--- src/rtl/traffic_input_conditioner_if.sv ---
`default_nettype none
// ============================================================================
// traffic_input_conditioner_if
// Raw field inputs and conditioned outputs of the traffic input conditioner.
// Revision: 1.0
// ============================================================================
interface traffic_input_conditioner_if;
  logic       car_sensor_raw;
  logic       pedestrian_btn_raw;
  logic       emergency_raw;
  logic       car_enter_raw;
  logic       car_exit_raw;
  logic       low_traffic_raw;
  logic       ped_served;
  logic       car_sensor;
  logic       pedestrian_req;
  logic       emergency;
  logic       car_enter;
  logic       car_exit;
  logic       low_traffic_mode;
  logic [7:0] emergency_count;

  modport master (
    output car_sensor_raw, pedestrian_btn_raw, emergency_raw,
    output car_enter_raw, car_exit_raw, low_traffic_raw, ped_served,
    input  car_sensor, pedestrian_req, emergency, car_enter, car_exit,
    input  low_traffic_mode, emergency_count
  );

  modport slave (
    input  car_sensor_raw, pedestrian_btn_raw, emergency_raw,
    input  car_enter_raw, car_exit_raw, low_traffic_raw, ped_served,
    output car_sensor, pedestrian_req, emergency, car_enter, car_exit,
    output low_traffic_mode, emergency_count
  );
endinterface
`default_nettype wire

--- src/rtl/traffic_input_conditioner.sv ---
`default_nettype none
// ============================================================================
// traffic_input_conditioner
// Synchronise/debounce field inputs; pedestrian and emergency request logic.
// Optional macro TRAFFIC_STATS_EN enables the saturating emergency counter.
// Revision: 1.0
// ============================================================================
module traffic_input_conditioner #(
  parameter int DEBOUNCE_CYCLES = 3,
  parameter int EMERG_HOLD      = 8
) (
  input  logic                        clk,
  input  logic                        reset_n,
  traffic_input_conditioner_if.slave  tic
);
  localparam int         c_NCH       = 6;
  localparam int         c_CH_CAR    = 0;
  localparam int         c_CH_PED    = 1;
  localparam int         c_CH_EMG    = 2;
  localparam int         c_CH_ENTER  = 3;
  localparam int         c_CH_EXIT   = 4;
  localparam int         c_CH_LOW    = 5;
  localparam logic [3:0] c_DB_LAST   = 4'(DEBOUNCE_CYCLES - 1);
  localparam logic [7:0] c_HOLD_LOAD = 8'(EMERG_HOLD - 1);

  localparam logic [1:0] P_IDLE    = 2'd0;
  localparam logic [1:0] P_PENDING = 2'd1;
  localparam logic [1:0] P_SERVING = 2'd2;

  localparam logic [1:0] E_IDLE    = 2'd0;
  localparam logic [1:0] E_HOLD    = 2'd1;
  localparam logic [1:0] E_TRACK   = 2'd2;

  logic [c_NCH-1:0] w_raw;
  logic [c_NCH-1:0] sync1_q;
  logic [c_NCH-1:0] sync2_q;
  logic [c_NCH-1:0] w_clean;
  logic [c_NCH-1:0] w_rise;

  assign w_raw = {tic.low_traffic_raw, tic.car_exit_raw, tic.car_enter_raw,
                  tic.emergency_raw, tic.pedestrian_btn_raw, tic.car_sensor_raw};

  always_ff @(posedge clk or negedge reset_n) begin
    if (!reset_n) begin
      sync1_q <= '0;
      sync2_q <= '0;
    end else begin
      sync1_q <= w_raw;
      sync2_q <= sync1_q;
    end
  end

  // w_rise marks the edge on which a channel's clean level goes high.
  for (genvar g = 0; g < c_NCH; g++) begin : g_debounce
    logic [3:0] cnt_q;
    logic [3:0] cnt_d;
    logic       clean_q;
    logic       clean_d;
    logic       w_done;

    assign w_done = (sync2_q[g] != clean_q) && (cnt_q == c_DB_LAST);

    always_comb begin
      cnt_d   = 4'd0;
      clean_d = clean_q;
      if (w_done) begin
        clean_d = sync2_q[g];
      end else if (sync2_q[g] != clean_q) begin
        cnt_d = cnt_q + 4'd1;
      end
    end

    always_ff @(posedge clk or negedge reset_n) begin
      if (!reset_n) begin
        cnt_q   <= 4'd0;
        clean_q <= 1'b0;
      end else begin
        cnt_q   <= cnt_d;
        clean_q <= clean_d;
      end
    end

    assign w_clean[g] = clean_q;
    assign w_rise[g]  = w_done & sync2_q[g];
  end

  logic enter_q;
  logic exit_q;

  always_ff @(posedge clk or negedge reset_n) begin
    if (!reset_n) begin
      enter_q <= 1'b0;
      exit_q  <= 1'b0;
    end else begin
      enter_q <= w_rise[c_CH_ENTER] & ~w_rise[c_CH_EXIT];
      exit_q  <= w_rise[c_CH_EXIT]  & ~w_rise[c_CH_ENTER];
    end
  end

  // Pedestrian request handshake
  logic [1:0] ped_state_q;
  logic [1:0] ped_state_d;
  logic       w_ped_req;

  always_ff @(posedge clk or negedge reset_n) begin
    if (!reset_n) ped_state_q <= P_IDLE;
    else          ped_state_q <= ped_state_d;
  end

  always_comb begin
    ped_state_d = ped_state_q;
    case (ped_state_q)
      P_IDLE:    if (w_rise[c_CH_PED]) ped_state_d = P_PENDING;
      P_PENDING: if (tic.ped_served)   ped_state_d = P_SERVING;
      P_SERVING: if (!tic.ped_served)  ped_state_d = P_IDLE;
      default:                         ped_state_d = P_IDLE;
    endcase
  end

  always_comb begin
    w_ped_req = (ped_state_q == P_PENDING);
  end

  // Emergency qualification with minimum hold
  logic [1:0] emg_state_q;
  logic [1:0] emg_state_d;
  logic [7:0] hold_q;
  logic [7:0] hold_d;
  logic       w_emergency;

  always_ff @(posedge clk or negedge reset_n) begin
    if (!reset_n) begin
      emg_state_q <= E_IDLE;
      hold_q      <= 8'd0;
    end else begin
      emg_state_q <= emg_state_d;
      hold_q      <= hold_d;
    end
  end

  always_comb begin
    emg_state_d = emg_state_q;
    hold_d      = hold_q;
    case (emg_state_q)
      E_IDLE: begin
        if (w_rise[c_CH_EMG]) begin
          emg_state_d = E_HOLD;
          hold_d      = c_HOLD_LOAD;
        end
      end
      E_HOLD: begin
        if (hold_q == 8'd0) emg_state_d = w_clean[c_CH_EMG] ? E_TRACK : E_IDLE;
        else                hold_d      = hold_q - 8'd1;
      end
      E_TRACK: if (!w_clean[c_CH_EMG]) emg_state_d = E_IDLE;
      default: emg_state_d = E_IDLE;
    endcase
  end

  always_comb begin
    w_emergency = (emg_state_q != E_IDLE);
  end

`ifdef TRAFFIC_STATS_EN
  logic [7:0] emg_count_q;

  always_ff @(posedge clk or negedge reset_n) begin
    if (!reset_n) begin
      emg_count_q <= 8'd0;
    end else if ((emg_state_q == E_IDLE) && w_rise[c_CH_EMG] && (emg_count_q != 8'hFF)) begin
      emg_count_q <= emg_count_q + 8'd1;
    end
  end

  assign tic.emergency_count = emg_count_q;
`else
  assign tic.emergency_count = 8'd0;
`endif

  assign tic.car_sensor       = w_clean[c_CH_CAR];
  assign tic.low_traffic_mode = w_clean[c_CH_LOW];
  assign tic.car_enter        = enter_q;
  assign tic.car_exit         = exit_q;
  assign tic.pedestrian_req   = w_ped_req;
  assign tic.emergency        = w_emergency;

endmodule
`default_nettype wire

--- src/flat_wrapper.sv ---
// flat-port wrapper written by rule: the top's interface ports become plain ports
module traffic_input_conditioner_flat 
#(
  parameter int DEBOUNCE_CYCLES = 3,
  parameter int EMERG_HOLD      = 8
)
  (clk, reset_n, tic_car_sensor_raw, tic_pedestrian_btn_raw, tic_emergency_raw, tic_car_enter_raw, tic_car_exit_raw, tic_low_traffic_raw, tic_ped_served, tic_car_sensor, tic_pedestrian_req, tic_emergency, tic_car_enter, tic_car_exit, tic_low_traffic_mode, tic_emergency_count);
  traffic_input_conditioner_if tic_i ();
  input  logic clk;
  input  logic reset_n;
  input wire logic [$bits(tic_i.car_sensor_raw)-1:0] tic_car_sensor_raw;
  input wire logic [$bits(tic_i.pedestrian_btn_raw)-1:0] tic_pedestrian_btn_raw;
  input wire logic [$bits(tic_i.emergency_raw)-1:0] tic_emergency_raw;
  input wire logic [$bits(tic_i.car_enter_raw)-1:0] tic_car_enter_raw;
  input wire logic [$bits(tic_i.car_exit_raw)-1:0] tic_car_exit_raw;
  input wire logic [$bits(tic_i.low_traffic_raw)-1:0] tic_low_traffic_raw;
  input wire logic [$bits(tic_i.ped_served)-1:0] tic_ped_served;
  output wire logic [$bits(tic_i.car_sensor)-1:0] tic_car_sensor;
  output wire logic [$bits(tic_i.pedestrian_req)-1:0] tic_pedestrian_req;
  output wire logic [$bits(tic_i.emergency)-1:0] tic_emergency;
  output wire logic [$bits(tic_i.car_enter)-1:0] tic_car_enter;
  output wire logic [$bits(tic_i.car_exit)-1:0] tic_car_exit;
  output wire logic [$bits(tic_i.low_traffic_mode)-1:0] tic_low_traffic_mode;
  output wire logic [$bits(tic_i.emergency_count)-1:0] tic_emergency_count;
  assign tic_i.car_sensor_raw = tic_car_sensor_raw;
  assign tic_i.pedestrian_btn_raw = tic_pedestrian_btn_raw;
  assign tic_i.emergency_raw = tic_emergency_raw;
  assign tic_i.car_enter_raw = tic_car_enter_raw;
  assign tic_i.car_exit_raw = tic_car_exit_raw;
  assign tic_i.low_traffic_raw = tic_low_traffic_raw;
  assign tic_i.ped_served = tic_ped_served;
  assign tic_car_sensor = tic_i.car_sensor;
  assign tic_pedestrian_req = tic_i.pedestrian_req;
  assign tic_emergency = tic_i.emergency;
  assign tic_car_enter = tic_i.car_enter;
  assign tic_car_exit = tic_i.car_exit;
  assign tic_low_traffic_mode = tic_i.low_traffic_mode;
  assign tic_emergency_count = tic_i.emergency_count;
  traffic_input_conditioner #(.DEBOUNCE_CYCLES(DEBOUNCE_CYCLES), .EMERG_HOLD(EMERG_HOLD)) u_core (.clk(clk), .reset_n(reset_n), .tic(tic_i));
endmodule
--- config.mk ---
export PLATFORM = sky130hd
export DESIGN_NAME = traffic_input_conditioner_flat
export DESIGN_NICKNAME = d
export VERILOG_FILES = /design/src/rtl/traffic_input_conditioner_if.sv /design/src/rtl/traffic_input_conditioner.sv /design/src/flat_wrapper.sv
export SDC_FILE = /design/constraint.sdc
export NUM_CORES = 1
export LEC_CHECK = 0
export BUFFER_PORTS_ARGS = -buffer_cell sky130_fd_sc_hd__buf_2
export CAP_MARGIN = 20
export CORE_ASPECT_RATIO = 1.1
export CORE_UTILIZATION = 40
export CTS_CLUSTER_SIZE = 16
export DETAILED_ROUTE_END_ITERATION = 6
export GPL_TIMING_DRIVEN = 1
export MAX_ROUTING_LAYER = met4
export PLACE_DENSITY_LB_ADDON = 0.1
export RECOVER_POWER = 50
export REMOVE_ABC_BUFFERS = 1
export SLEW_MARGIN = 20
export SYNTH_ARGS = -nofsm -noshare
export SYNTH_HDL_FRONTEND = slang
export SYNTH_SLANG_ARGS = --single-unit
--- constraint.sdc ---
create_clock -name clk -period 1.4 [get_ports clk]
set_input_delay 0.07 -clock clk [delete_from_list [all_inputs] [get_ports clk]]
set_output_delay 0.07 -clock clk [all_outputs]
set_load 0.02 [all_outputs]
==> results of run 1 <==
==> sequential cells by signal, summed over array words and instances (netlist names) <==
signal and count:
u_core.g_debounce.cnt_q 24, u_core.hold_q 8, u_core.sync1_q 6, u_core.sync2_q 6, u_core.g_debounce.clean_q 4, u_core.emg_state_q 2, u_core.ped_state_q 2, u_core.tic.car_enter 1
u_core.tic.car_exit 1, u_core.tic.car_sensor 1, u_core.tic.low_traffic_mode 1
==> report_power, final <==
group | internal, W | switching, W | total [W] | leakage, nW
Sequential | 0.00203 | 0.000341 | 0.00237 | 0.716
Clock | 0.000396 | 0.000484 | 0.000880 | 0.0510
Combinational | 0.00120 | 0.00109 | 0.00229 | 0.728
==> stage by stage <==
| stage | hold slack (ps) | total power [W] | setup TNS (ps) | worst slack (ps) |
|---|---|---|---|---|
| finish | 355.2 | 0.005545 | -1508 | -194.6 |
| global route | 363.3 | 0.006049 | -2036 | -265.7 |
| CTS | 293.4 | 0.005504 | -1555 | -207.7 |
| detailed placement | 98.70 | 0.004558 | -1457 | -222.0 |
| global placement | 95.41 | 0.004543 | -1318 | -182.2 |
| floorplan | -225.6 | 0.003663 | -731.5 | -156.9 |
==> repair_timing <==
item	4_1_cts	5_1_grt
hold endpoints to repair	63	0
hold buffers	8	0
setup endpoints to repair	11	12
buffers inserted	0	3
pin swaps	6	4
resized for setup	3	6
==> cell usage after synthesis (all sizes together) (2+ instances only) <==
cell type,instances,area [um^2]
a21oi,3,15.01
a22o,2,20.02
a31oi,3,48.80
and2,2,12.51
buf,8,60.06
dfrtp,56,1401
ha,14,175.2
inv,11,41.29
mux2,5,56.30
nand2,18,67.56
nand2b,3,18.77
nand3,6,30.03
nor2,33,123.9
nor2b,5,31.28
nor3,3,15.01
nor3b,2,15.01
nor4,2,27.53
o21ai,3,15.01
o31ai,2,15.01
xnor2,7,61.31
xor2,12,105.1
==> per-layer routing <==
layer | wire (um) | GRT usage (%) | share of wire, % | up-vias
met5 | 0 | - | 0 | -
met4 | 59 | 5.594 | 1.6 | 0
met3 | 127 | 3.934 | 3.5 | 5
met2 | 1634 | 20.39 | 45 | 25
met1 | 1826 | 18.40 | 50 | 747
li1 | - | - | - | 804
==> cells in the final DEF (no fill, tap or decap), types with 2 or more instances in the layout <==
cell / instances
inv_1: 10
o31ai_1: 2
xor2_1: 12
nor3_1: 3
dlygate4sd3_1: 8
clkinv_2: 2
a22o_2: 2
buf_2: 14
clkbuf_8: 6
dfrtp_1: 56
nand2b_1: 3
o21ai_0: 3
xnor2_1: 7
a21oi_1: 2
a31oi_4: 2
nor2_1: 32
nor2b_1: 5
ha_1: 14
nand2_1: 17
nand3_1: 6
buf_4: 32
conb_1: 8
mux2_2: 5
==> cells by family (layout without fill, tap and decap cells) <==
| logic type | after synthesis | after routing | share of synthesized area, % |
|---|---|---|---|
| multiplexers | 5 | 5 | 2.298 |
| other | 1 | 8 | 0.1531 |
| buffers and inverters | 19 | 74 | 4.137 |
| XOR/XNOR | 19 | 19 | 6.793 |
| flip-flops | 56 | 56 | 57.20 |
| AO/OA/AOI/OAI | 20 | 20 | 7.099 |
| AND/OR/NAND/NOR | 78 | 78 | 15.17 |
| adder cells (fa/ha/maj) | 14 | 14 | 7.150 |
==> area by class of cell <==
| class | count | area share [%] |
|---|---|---|
| Inverter | 11 | 1.359 |
| Tap cell | 77 | 3.171 |
| Sequential cell | 56 | 46.13 |
| Clock inverter | 2 | 0.3295 |
| Timing Repair Buffer | 55 | 13.10 |
| Multi-Input combinational cell | 144 | 33.20 |
| Clock buffer | 6 | 2.718 |
==> final timing paths <==
kind / cells past startpoint / end / slack (ps) / start
worst max-delay path: 6 / u_core.hold_q[7] / -190 / u_core.hold_q[3]
worst min-delay path: 0 / u_core.sync2_q[2] / 360 / u_core.sync1_q[2]
worst max register to register: 6 / u_core.hold_q[7] / -190 / u_core.hold_q[3]
worst min register to register: 0 / u_core.sync2_q[2] / 360 / u_core.sync1_q[2]
max in group asynchronous: 3 / u_core.emg_state_q[1] / 440 / reset_n
min in group asynchronous: 3 / u_core.g_debounce[0].cnt_q[3] / 470 / reset_n
==> out/metrics.yaml, run 1 <==
setup_path:
  slowest_delay_ps: 410
  cpLargestDelayFamily: "compound AO/OA/AOI/OAI gates"
  crit_required_ps: 1590
  path_cells: "nor4_4, buf_4, buf_4, a31o_4, nor3_1, a221o_2"
  endpoint_kind: "register"
  crit_fanout: 2
  path_buf_inv: 2
  crit_type: "reg -> reg"
  start_kind: "register"
  crit_slowest_cell: "dfrtp_1"
  crit_arrival_ps: 1790
  path_common_cell: "buf_4"
floorplanning:
  die_h_um: 84.08
  die_area_mm2: 0.006442
  rows: 29
  fp.coreArea_mm2: 0.005842
  die_x_um: 76.62
  initial_core_util_pct: 41.94
  io_pins: 23
timing:
  post-route-period-util_pct: 113.9
  final-hold-violation-count: 0
  setup_ws_ps: -194.6
  setup_viol: 9
  worst_pin_slew_ps: 745.9
  slew_headroom_pct: 50.27
  max_freq_mhz: 627.1
  finClkSkew_ps: 5.299
  layout_min_cycle_time_ps: 1595
  rsz0062_at_grt: "true"
  drv_slew: 0
yosys:
  synth_edf_count: 0
  postSynth.asyncResetShare_pct: 100.0
  synth_area_per_cell_um2: 11.56
  ys_seq_elements: 56
  synth_cell_types: 36
  synthFlopType: "dfrtp_1"
  syn_inst: 212
  synth_area_mm2: 0.002450
  seq_area_frac_synth_pct: 57.20
  yosys_warnings: 0
power:
  power.density_mw_per_mm2: 1825
  peakVddDrop_uv: 865.7
  p_leak_nw: 1.495
job:
  cap_viol_max_count: 0
outcome:
  outcome: "finished, violations left"
  violations: "setup timing"
finish:
  final_nets: 296
  antennaDiodeCount: 0
  regArea_mm2: 0.001401
  utilization_pct: 52.00
  multi_input_area_mm2: 0.001008
  drive_above_1_share_pct: 27.74
  num-fill-cells: 535
  final_cells: 351
  syn_to_final_growth_pct: 24.00
  fin_area_mm2: 0.003038
global_route:
  grt_max_degree: 57
  grt_pass1_wl_mm: 6.810
  grt_remaining_overflow: 0
  antenna_found_initial: 0
  track_usage_pct: 13.98
  grt_pass1_vias: 1561
routing:
  ant_nets: 0
  drt_iter0_markers: 92
  via_per_inst: 4.504
  routedWlPerCell_um: 10.39
  num_vias: 1581
  drc: 0
  first_pass_iters: 4
  routed_wl_mm: 3.647
placement:
  hpwl_mm: 2.523
  dpl_cell_area_mm2: 0.002820
  place_congestion: 0.7089
  port_buffers: 14
  place_inst: 332
clock_tree:
  clk_latency_ps: 300
  max-clock-path-buffers: 2
  htreeDepth: 2
  cts_tree: "built"
  numCtsBuffers: 5
  root_buffer: "clkbuf_8"
  path_clk_slew_ps: 90
  cts.sinks: 56
min_path:
  hp-class: "reg -> reg"
(Power assumes the default switching activity.)
==> run 2, diff against run 1 <==
--- a/config.mk
+++ b/config.mk
@@ -7,8 +7,10 @@
 export LEC_CHECK = 0
 export BUFFER_PORTS_ARGS = -buffer_cell sky130_fd_sc_hd__buf_2
 export CAP_MARGIN = 20
+export CELL_PAD_IN_SITES_DETAIL_PLACEMENT = 1
+export CELL_PAD_IN_SITES_GLOBAL_PLACEMENT = 2
 export CORE_ASPECT_RATIO = 1.1
-export CORE_UTILIZATION = 40
+export CORE_UTILIZATION = 35
 export CTS_CLUSTER_SIZE = 16
 export DETAILED_ROUTE_END_ITERATION = 6
 export GPL_TIMING_DRIVEN = 1
==> run 2 against run 1 <==
Compared with the run above: the flow still finishes with violations (setup timing); utilization is 5.0 points lower; first-iteration DRC count is 78% lower; clock-buffer cell count stayed put; worst hold slack better by 1.5 ps; combinational power is 14% higher; clock skew hardly changed; register-to-register slack worse by 20 ps; cell area is 3.1% higher; largest power group is now combinational logic.
==> out/metrics.yaml, run 2 (synthesized netlist as in run 1, its figures left out) <==
outcome:
  outcome: "finished, violations left"
  violations: "setup timing"
min_path:
  hp-class: "reg -> reg"
timing:
  setup_viol: 10  # +1
  layout_min_cycle_time_ps: 1611  # +16.35 ps
  finClkSkew_ps: 5.619  # +0.3198 ps
  post-route-period-util_pct: 115.1  # +1.2 points
  drv_slew: 0  # unchanged
  slew_headroom_pct: 50.03  # -0.24 points
  final-hold-violation-count: 0  # unchanged
  max_freq_mhz: 620.8  # -1.0%
  worst_pin_slew_ps: 749.5  # +3.580 ps
  setup_ws_ps: -210.9  # -16.35 ps
  rsz0062_at_grt: "true"
  tns_ps: -1332  # +176.1 ps
setup_path:
  r2r_slack_ps: -210  # -20 ps
  crit_required_ps: 1590  # about the same
  endpoint_kind: "register"
  crit_type: "reg -> reg"
  crit_arrival_ps: 1800  # about the same
  start_kind: "register"
  crit_fanout: 3  # +1
power:
  p_leak_nw: 1.527  # +2.1%
  power.density_mw_per_mm2: 1951  # +6.9%
  peakVddDrop_uv: 789.7  # -8.8%
placement:
  place_congestion: 0.7898  # +11%
  hpwl_mm: 3.473  # +38%
  port_buffers: 14  # unchanged
  pre_cts_slack_ps: -269.1  # -47.09 ps
job:
  cap_viol_max_count: 0  # unchanged
global_route:
  antenna_found_initial: 0  # unchanged
  grt_remaining_overflow: 0  # unchanged
  grt_pass1_wl_mm: 8.487  # +25%
  grt_pass1_vias: 1895  # +21%
  grt_max_degree: 57  # unchanged
  track_usage_pct: 15.29  # +1.3 points
finish:
  drive_above_1_share_pct: 29.96  # +2.2 points
  largest_reg_flops: 24  # unchanged
  syn_to_final_growth_pct: 27.89
  final_nets: 299  # +1.0%
  regMostFlops: "u_core.g_debounce.cnt_q"
  antennaDiodeCount: 0  # unchanged
  final_cell_mix: "dfrtp_1, nor2_1, buf_4"
  num-fill-cells: 733  # +37%
  layout_commonest_cell: "dfrtp_1"
  reg_top3: "u_core.g_debounce.cnt_q: 24 flops, u_core.hold_q: 8 flops"
floorplanning:
  die_area_mm2: 0.007338  # +14%
  initial_core_util_pct: 36.72  # -5.2 points
  die_x_um: 81.77  # +6.7%
  io_pins: 23  # unchanged
  rows: 31  # +6.9%
  die_h_um: 89.75  # +6.7%
  fp.coreArea_mm2: 0.006671  # +14%
clock_tree:
  clk_latency_ps: 300  # about the same
  cts_tree: "built"
  cts.sinks: 56  # unchanged
  path_clk_slew_ps: 100  # about the same
  htreeDepth: 2  # unchanged
  root_buffer: "clkbuf_8"
  numCtsBuffers: 5  # unchanged
  max-clock-path-buffers: 2  # unchanged
routing:
  num_vias: 1674  # +5.9%
  drc: 0  # unchanged
  routedWlPerCell_um: 13.46  # +30%
  via_per_inst: 4.663  # +3.5%
  routed_wl_mm: 4.832  # +32%
  first_pass_iters: 4  # unchanged
  ant_nets: 0  # unchanged
  drt_iter0_markers: 20  # -78%
==> run 2: final timing paths <==
check	from	endpoint	cells after the start
worst max register to register	u_core.hold_q[3]	u_core.hold_q[7]	5
worst min-delay path	u_core.sync1_q[1]	u_core.sync2_q[1]	0
worst max-delay path	u_core.hold_q[3]	u_core.hold_q[7]	5
min in group asynchronous	reset_n	u_core.g_debounce[5].cnt_q[3]	3
max in group asynchronous	reset_n	u_core.hold_q[2]	3
worst min register to register	u_core.sync1_q[1]	u_core.sync2_q[1]	0
==> run 2: final cells by class <==
class	count	area [um^2]	area share [%]
clock buffer	6	82.58	2.636
clock inverter	2	38.79	1.238
inverter	11	41.29	1.318
multi-input combinational	144	1033	32.99
sequential	56	1403	44.77
tap	82	102.6	3.275
timing repair buffer	58	431.7	13.78
==> run 2: routing by layer <==
| metal | wire length, um | vias to the layer above | share of wire (%) | track usage, % |
|---|---|---|---|---|
| li1 | - | 805 | - | - |
| met1 | 1932 | 849 | 40 | 16.82 |
| met2 | 2753 | 16 | 57 | 27.07 |
| met3 | 95 | 4 | 2.0 | 2.741 |
| met4 | 50 | 0 | 1.0 | 4.971 |
| met5 | 0 | - | 0 | - |
==> run 2: what timing repair did <==
action | in CTS | in global routing
resized for setup | 14 | 5
hold buffers | 8 | 0
setup buffers | 8 | 4
setup endpoints to repair | 10 | 12
pin swaps | 7 | 5
hold endpoints to repair | 63 | 0
==> run 2: power by group <==
part           internal [W]  switching, W
clock network      0.000586      0.000506
logic               0.00135       0.00126
registers           0.00203      0.000377
total               0.00397       0.00214
==> run 2: through the flow <==
step	std cells	hold WS [ps]	utilization, %	total power (W)	area [um^2]
3_5_place_dp	331	95.24	41.69	0.004583	2781
2_1_floorplan	211	-225.6	-	0.003663	2416
4_1_cts	355	296.8	46.44	0.006078	3098
3_3_place_gp	331	87.44	41.69	0.004374	2781
5_1_grt	359	371.0	46.96	0.006578	3133
6_report	359	356.7	46.96	0.006112	3133
==> run 2: worst max-delay path, stage by stage (launching register included) <==
cell,delay [ps]
dfrtp_1,420
nor4_4,300
buf_4,180
a31oi_4,100
buf_6,140
a221o_2,360
